### config.mk
export PLATFORM = sky130hd
export DESIGN_NAME = pop_counter_bank_flat
export DESIGN_NICKNAME = d
export VERILOG_FILES = /design/src/rtl/pop_counter_pkg.sv /design/src/rtl/pop_counter_bank_if.sv /design/src/rtl/pop_counter_cell.sv /design/src/rtl/pop_counter_bank.sv /design/src/flat_wrapper.sv
export SDC_FILE = /design/constraint.sdc
export NUM_CORES = 1
export LEC_CHECK = 0
export BUFFER_PORTS_ARGS = -buffer_cell sky130_fd_sc_hd__buf_2
export CORE_ASPECT_RATIO = 1.1
export CORE_MARGIN = 5
export CORE_UTILIZATION = 53
export CTS_BUF_LIST = sky130_fd_sc_hd__clkbuf_2 sky130_fd_sc_hd__clkbuf_4 sky130_fd_sc_hd__clkbuf_8
export CTS_CLUSTER_DIAMETER = 50
export DETAILED_ROUTE_END_ITERATION = 6
export GPL_TIMING_DRIVEN = 0
export HOLD_SLACK_MARGIN = 0.03
export PLACE_DENSITY = 0.74
export SYNTH_ARGS = -nofsm -noshare
export SYNTH_HDL_FRONTEND = slang
export SYNTH_SLANG_ARGS = --single-unit
### constraint.sdc
create_clock -name clk -period 4 [get_ports clk]
set_input_delay 0.2 -clock clk [delete_from_list [all_inputs] [get_ports clk]]
set_output_delay 0.2 -clock clk [all_outputs]
set_load 0.02 [all_outputs]
### src/rtl/pop_counter_pkg.sv
// Shared types and defaults for the pop counter bank: FSM encoding and default sizes.
package pop_counter_pkg;

  typedef enum logic {
    S_IDLE  = 1'b0,
    S_SWEEP = 1'b1
  } state_e;

  localparam int DEF_NUM_CH = 5;
  localparam int DEF_CNT_W  = 5;

  // Sweep pointer must reach NUM_CH itself to mark the post-sweep cycle.
  function automatic int ptr_w(input int n);
    return $clog2(n + 1);
  endfunction

endpackage

### src/rtl/pop_counter_bank_if.sv
// Pop strobes, read requests and report outputs of the pop counter bank.
interface pop_counter_bank_if
  import pop_counter_pkg::*;
#(
  parameter int NUM_CH = DEF_NUM_CH,
  parameter int CNT_W  = DEF_CNT_W,
  parameter int IDX_W  = $clog2(NUM_CH)
) ();

  logic [NUM_CH-1:0] pop;
  logic              idle;
  logic              req;
  logic [IDX_W-1:0]  idx;
  logic              req_all;
  logic [CNT_W-1:0]  data_out;
  logic [IDX_W-1:0]  data_idx;
  logic              valid;
  logic              busy;
  logic [NUM_CH-1:0] overflow;

  modport master (
    output pop, idle, req, idx, req_all,
    input  data_out, data_idx, valid, busy, overflow
  );

  modport slave (
    input  pop, idle, req, idx, req_all,
    output data_out, data_idx, valid, busy, overflow
  );

endinterface

### src/rtl/pop_counter_cell.sv
// One saturating pop counter with sticky overflow; clear reloads 0, or 1 if a pop coincides.
module pop_counter_cell #(
  parameter int CNT_W = 5
) (
  input  logic             clk,
  input  logic             reset,
  input  logic             inc_i,
  input  logic             clr_i,
  output logic [CNT_W-1:0] cnt_o,
  output logic             ovf_o
);

  localparam logic [CNT_W-1:0] CNT_MAX = '1;

  logic [CNT_W-1:0] cnt_q, cnt_d;
  logic             ovf_q, ovf_d;

  always_comb begin
    cnt_d = cnt_q;
    ovf_d = ovf_q;
    if (clr_i) begin
      cnt_d = CNT_W'(inc_i);
      ovf_d = 1'b0;
    end else if (inc_i) begin
      // A pop arriving at full scale is the lost count that flags overflow.
      if (cnt_q == CNT_MAX) begin
        ovf_d = 1'b1;
      end else begin
        cnt_d = cnt_q + 1'b1;
      end
    end
  end

  always_ff @(posedge clk or posedge reset) begin
    if (reset) begin
      cnt_q <= '0;
      ovf_q <= 1'b0;
    end else begin
      cnt_q <= cnt_d;
      ovf_q <= ovf_d;
    end
  end

  assign cnt_o = cnt_q;
  assign ovf_o = ovf_q;

endmodule

### src/rtl/pop_counter_bank.sv
// Per-channel saturating pop counters with single-read and sweep reporting.
// Reports are registered: a request sampled at one edge is visible the following cycle.
module pop_counter_bank
  import pop_counter_pkg::*;
#(
  parameter int NUM_CH      = DEF_NUM_CH,
  parameter int CNT_W       = DEF_CNT_W,
  parameter int IDX_W       = $clog2(NUM_CH),
  parameter int CLR_ON_READ = 0
) (
  input logic               clk,
  input logic               reset,
  pop_counter_bank_if.slave bus
);

  localparam int PTR_W = ptr_w(NUM_CH);

  logic [NUM_CH-1:0][CNT_W-1:0] cnt;
  logic [NUM_CH-1:0]            ovf;
  logic [NUM_CH-1:0]            clr;

  state_e           state_q, state_d;
  logic [PTR_W-1:0] ptr_q, ptr_d;
  logic [CNT_W-1:0] data_out_q, data_out_d;
  logic [IDX_W-1:0] data_idx_q, data_idx_d;
  logic             valid_q, valid_d;

  logic             rpt_en;
  logic [IDX_W-1:0] rpt_idx;
  logic             rpt_hit;

  for (genvar i = 0; i < NUM_CH; i++) begin : g_cell
    pop_counter_cell #(
      .CNT_W (CNT_W)
    ) u_cell (
      .clk   (clk),
      .reset (reset),
      .inc_i (bus.pop[i]),
      .clr_i (clr[i]),
      .cnt_o (cnt[i]),
      .ovf_o (ovf[i])
    );
  end

  // Channel 0 is reported on the accepting edge so that channel j lands j cycles later;
  // the extra SWEEP cycle with ptr == NUM_CH keeps busy up through the last report.
  always_comb begin
    state_d = state_q;
    ptr_d   = ptr_q;
    rpt_en  = 1'b0;
    rpt_idx = '0;
    case (state_q)
      S_IDLE: begin
        if (bus.idle && bus.req_all) begin
          state_d = S_SWEEP;
          rpt_en  = 1'b1;
          ptr_d   = PTR_W'(1);
        end else if (bus.idle && bus.req) begin
          rpt_en  = 1'b1;
          rpt_idx = bus.idx;
        end
      end
      S_SWEEP: begin
        if (ptr_q == PTR_W'(NUM_CH)) begin
          state_d = S_IDLE;
          ptr_d   = '0;
        end else begin
          rpt_en  = 1'b1;
          rpt_idx = ptr_q[IDX_W-1:0];
          ptr_d   = ptr_q + 1'b1;
        end
      end
      default: begin
        state_d = S_IDLE;
        ptr_d   = '0;
      end
    endcase
  end

  assign rpt_hit = (int'(rpt_idx) < NUM_CH);

  always_comb begin
    valid_d    = rpt_en;
    data_out_d = data_out_q;
    data_idx_d = data_idx_q;
    clr        = '0;
    if (rpt_en) begin
      data_idx_d = rpt_idx;
      data_out_d = rpt_hit ? cnt[rpt_idx] : '0;
      if ((CLR_ON_READ != 0) && rpt_hit) begin
        clr[rpt_idx] = 1'b1;
      end
    end
  end

  always_ff @(posedge clk or posedge reset) begin
    if (reset) begin
      state_q    <= S_IDLE;
      ptr_q      <= '0;
      data_out_q <= '0;
      data_idx_q <= '0;
      valid_q    <= 1'b0;
    end else begin
      state_q    <= state_d;
      ptr_q      <= ptr_d;
      data_out_q <= data_out_d;
      data_idx_q <= data_idx_d;
      valid_q    <= valid_d;
    end
  end

  assign bus.data_out = data_out_q;
  assign bus.data_idx = data_idx_q;
  assign bus.valid    = valid_q;
  assign bus.busy     = (state_q == S_SWEEP);
  assign bus.overflow = ovf;

endmodule
### src/flat_wrapper.sv
// flat-port wrapper written by rule: the top's interface ports become plain ports
module pop_counter_bank_flat import pop_counter_pkg::*;
#(
  parameter int NUM_CH      = DEF_NUM_CH,
  parameter int CNT_W       = DEF_CNT_W,
  parameter int IDX_W       = $clog2(NUM_CH),
  parameter int CLR_ON_READ = 0
)
  (clk, reset, bus_pop, bus_idle, bus_req, bus_idx, bus_req_all, bus_data_out, bus_data_idx, bus_valid, bus_busy, bus_overflow);
  pop_counter_bank_if #(.NUM_CH(NUM_CH), .CNT_W(CNT_W), .IDX_W(IDX_W)) bus_i ();
  input logic clk;
  input logic reset;
  input wire logic [$bits(bus_i.pop)-1:0] bus_pop;
  input wire logic [$bits(bus_i.idle)-1:0] bus_idle;
  input wire logic [$bits(bus_i.req)-1:0] bus_req;
  input wire logic [$bits(bus_i.idx)-1:0] bus_idx;
  input wire logic [$bits(bus_i.req_all)-1:0] bus_req_all;
  output wire logic [$bits(bus_i.data_out)-1:0] bus_data_out;
  output wire logic [$bits(bus_i.data_idx)-1:0] bus_data_idx;
  output wire logic [$bits(bus_i.valid)-1:0] bus_valid;
  output wire logic [$bits(bus_i.busy)-1:0] bus_busy;
  output wire logic [$bits(bus_i.overflow)-1:0] bus_overflow;
  assign bus_i.pop = bus_pop;
  assign bus_i.idle = bus_idle;
  assign bus_i.req = bus_req;
  assign bus_i.idx = bus_idx;
  assign bus_i.req_all = bus_req_all;
  assign bus_data_out = bus_i.data_out;
  assign bus_data_idx = bus_i.data_idx;
  assign bus_valid = bus_i.valid;
  assign bus_busy = bus_i.busy;
  assign bus_overflow = bus_i.overflow;
  pop_counter_bank #(.NUM_CH(NUM_CH), .CNT_W(CNT_W), .IDX_W(IDX_W), .CLR_ON_READ(CLR_ON_READ)) u_core (.clk(clk), .reset(reset), .bus(bus_i));
endmodule
==> flow_summary_export.csv <==
group,metric,value,unit
outcome,status,"completed",
floorplanning,core,3930,µm²
layout,drive_gt1_share,27.4,%
clocking,clk_latency,0.29,ns
logic_synthesis,synth_cells,182,
logic_synthesis,synthAdderAreaFrac,5.84,%
placed_design,dpl.hpwl,3.01,mm
logic_synthesis,synth_xor_area_share,6.14,%
logic_synthesis,yosysMostFrequentCell,"dfrtp_1",
clocking,hold_buffers,0,
setup_path,timing_worst_setup_path_type,"reg2reg",
power,pwr_density_cell,848,nW/µm²
hold_path,hold_class,"in2async",
logic_synthesis,synth_edf_count,0,
clocking,clkTransAtPathRegs,0.07,ns
floorplanning,pin_count,28,
floorplanning,die_area,5410,µm²
logic_synthesis,synth_top_cell_by_area,"dfrtp_1",
layout,finalNetCount,239,
timing,worst_pin_slew,0.861,ns
logic_synthesis,yosysWarningCount,0,
logic_synthesis,synth.area.top_cells,"dfrtp_1, ha_1, mux2_2",
detailed_routing,vias,1445,
timing,clock_skew,0.00244,ns
logic_synthesis,synth_simple_gate_area_share,11.6,%
clocking,clock_sinks,43,
setup_path,cp.required,4.17,ns
layout,syn2layout_area_growth,12.9,%
setup_path,critPathArrivalTime,2.10,ns
detailed_routing,firstDrtPassIters,5,
placed_design,gp_congestion,0.843,
power,leakage,0.00116,µW
logic_synthesis,syn_area_per_cell,11.8,µm²
floorplanning,start_util,54.4,%
detailed_routing,wl,3.88,mm
timing,finalSetupViolCount,0,
logic_synthesis,ys_types,36,
clocking,numCtsBuffers,5,
setup_path,startpoint_type,"flop",
logic_synthesis,synth_compound_area_share,13.1,%
timing,rsz0062_at_grt,"false",
timing,max_slew_margin,42.5,%
placed_design,port_buffers,27,
timing,period_minus_slack,1.93,ns
global_route,antenna_found_initial,0,
logic_synthesis,syn_nets,205,
timing,drv_slew,0,
setup_path,cp-end-kind,"flop",
clocking,root_buffer,"clkbuf_8",
clocking,htree_levels,2,
logic_synthesis,ys.flop_type,"dfrtp_1",
setup_path,worstPathMaxFanout,10,
power,peakVddDrop,0.341,mV
detailed_routing,drc_errors,0,
floorplanning,die_h,76.7,µm
detailed_routing,antenna_left,0,
clocking,clockBufferDepth,2,
timing,max_freq,519,MHz
logic_synthesis,seq_area_frac_synth,50.3,%
clocking,cts_tree,"yes",
job,maxCapViolations,0,
detailed_routing,vias_per_cell,5.41,
layout,n_antenna_cell,0,
logic_synthesis,synth_mux_area_share,9.47,%
floorplanning,die_w,70.6,µm
timing,min_period_over_period,48.2,%
detailed_routing,wl_per_cell,14.5,µm
logic_synthesis,synthesis.area,2140,µm²
clocking,postCtsSetupRepairBufs,0,
logic_synthesis,synth_common_cells,"dfrtp_1, nand2_1, mux2_2",
logic_synthesis,synth_top_family_by_area,"compound AO/OA/AOI/OAI gates",
global_route,gr-usage-all-layers,16.2,%
logic_synthesis,synth_top_cell_area_share,50.3,%
floorplanning,num_rows,24,
timing,holdWs,0.0867,ns
clocking,cts.repair.resized,0,
timing,tns,0,ns
detailed_routing,drt_iter0_markers,46,
global_route,grt_pass1_wl,7.05,mm
logic_synthesis,synth-async-reset-ratio,100,%
global_route,grt_max_degree,44,
global_route,grt_overflow,0,
timing,finalHoldViolations,0,
global_route,grt_pass1_vias,1537,
logic_synthesis,synth_seq_cells,43,
## per-stage QoR
stage	setup slack [ns]	instances	util (%)	cell area, µm²	power (µW)
after floorplan	2.11	182	-	2140	1550
after global placement	2.08	261	59.5	2340	1760
after detailed placement	2.05	261	59.5	2340	1820
after CTS	2.05	267	61.5	2420	2070
after global routing	1.92	267	61.5	2420	2220
final	2.07	267	61.5	2420	2050
## final cells by class
class / count / area (µm²)
multi-input combinational: 126 / 988
clock buffer: 6 / 76.3
fill: 323 / 1520
inverter: 4 / 15.0
timing repair buffer: 27 / 135
buffer: 9 / 61.3
tap: 52 / 65.1
sequential: 43 / 1080
## state kept, by name (all words and copies together) (netlist names)
name,cells
u_core.ptr_q,3
u_core.g_cell.u_cell.ovf_o,5
u_core.bus.busy,1
u_core.bus.data_out,5
u_core.bus.valid,1
u_core.bus.data_idx,3
u_core.g_cell.u_cell.cnt_o,25
## power breakdown
part           total [µW]  switching, µW  internal, µW
Clock                 250            127           123
Sequential            872            216           655
Combinational         928            460           468
## cell families after synthesis
| logic type | Yosys count |
|---|---|
| buffers and inverters | 13 |
| adders and majority gates | 10 |
| xor gates and xnor gates | 15 |
| and+or+nand+nor | 46 |
| DFF | 43 |
| AOI/OAI and AO/OA | 38 |
| muxes | 17 |
## cell usage in the layout, fill, tap and decap left out, drive strengths merged, types with 5 or more instances in the layout
master / count
xor2: 5
dfrtp: 43
xnor2: 10
nor2b: 8
mux2: 16
a21o: 8
buf: 34
clkbuf: 8
nand4: 5
and3: 5
ha: 10
a21oi: 6
o21ai: 12
nand2: 20
## per-layer routing
layer  vias up  track usage, %  wire, µm  share of wire, %
li1        707               -         -                 -
met1       698            20.2      1680                43
met3         5            4.71       203               5.2
met5         -               0         0                 0
met2        35            26.7      1930                50
met4         0            5.83        63               1.6
## worst max-delay path, cell delays in order, from the launching register on
cell and delay, ns:
dfrtp_1 0.46, nand2b_1 0.22, a32oi_4 0.37, buf_6 0.19
mux2_1 0.33, o21ai_1 0.16, o31ai_2 0.07
## final timing paths
kind	startpoint	end	slack [ns]	cells past startpoint
min	reset	u_core.g_cell[2].u_cell.ovf_o$_DFFE_PP0P_	0.09	2
min in group clk	bus_pop[1]	u_core.g_cell[1].u_cell.ovf_o$_DFFE_PP0P_	0.11	2
max	u_core.ptr_q[1]$_DFFE_PP0P_	u_core.bus.data_out[1]$_DFFE_PP0P_	2.07	6
min reg2reg	u_core.g_cell[0].u_cell.ovf_o$_DFFE_PP0P_	u_core.g_cell[0].u_cell.ovf_o$_DFFE_PP0P_	0.46	1
max in group asynchronous	reset	u_core.ptr_q[2]$_DFFE_PP0P_	3.37	2
max reg2reg	u_core.ptr_q[1]$_DFFE_PP0P_	u_core.bus.data_out[1]$_DFFE_PP0P_	2.07	6
(Power assumes the default switching activity.)
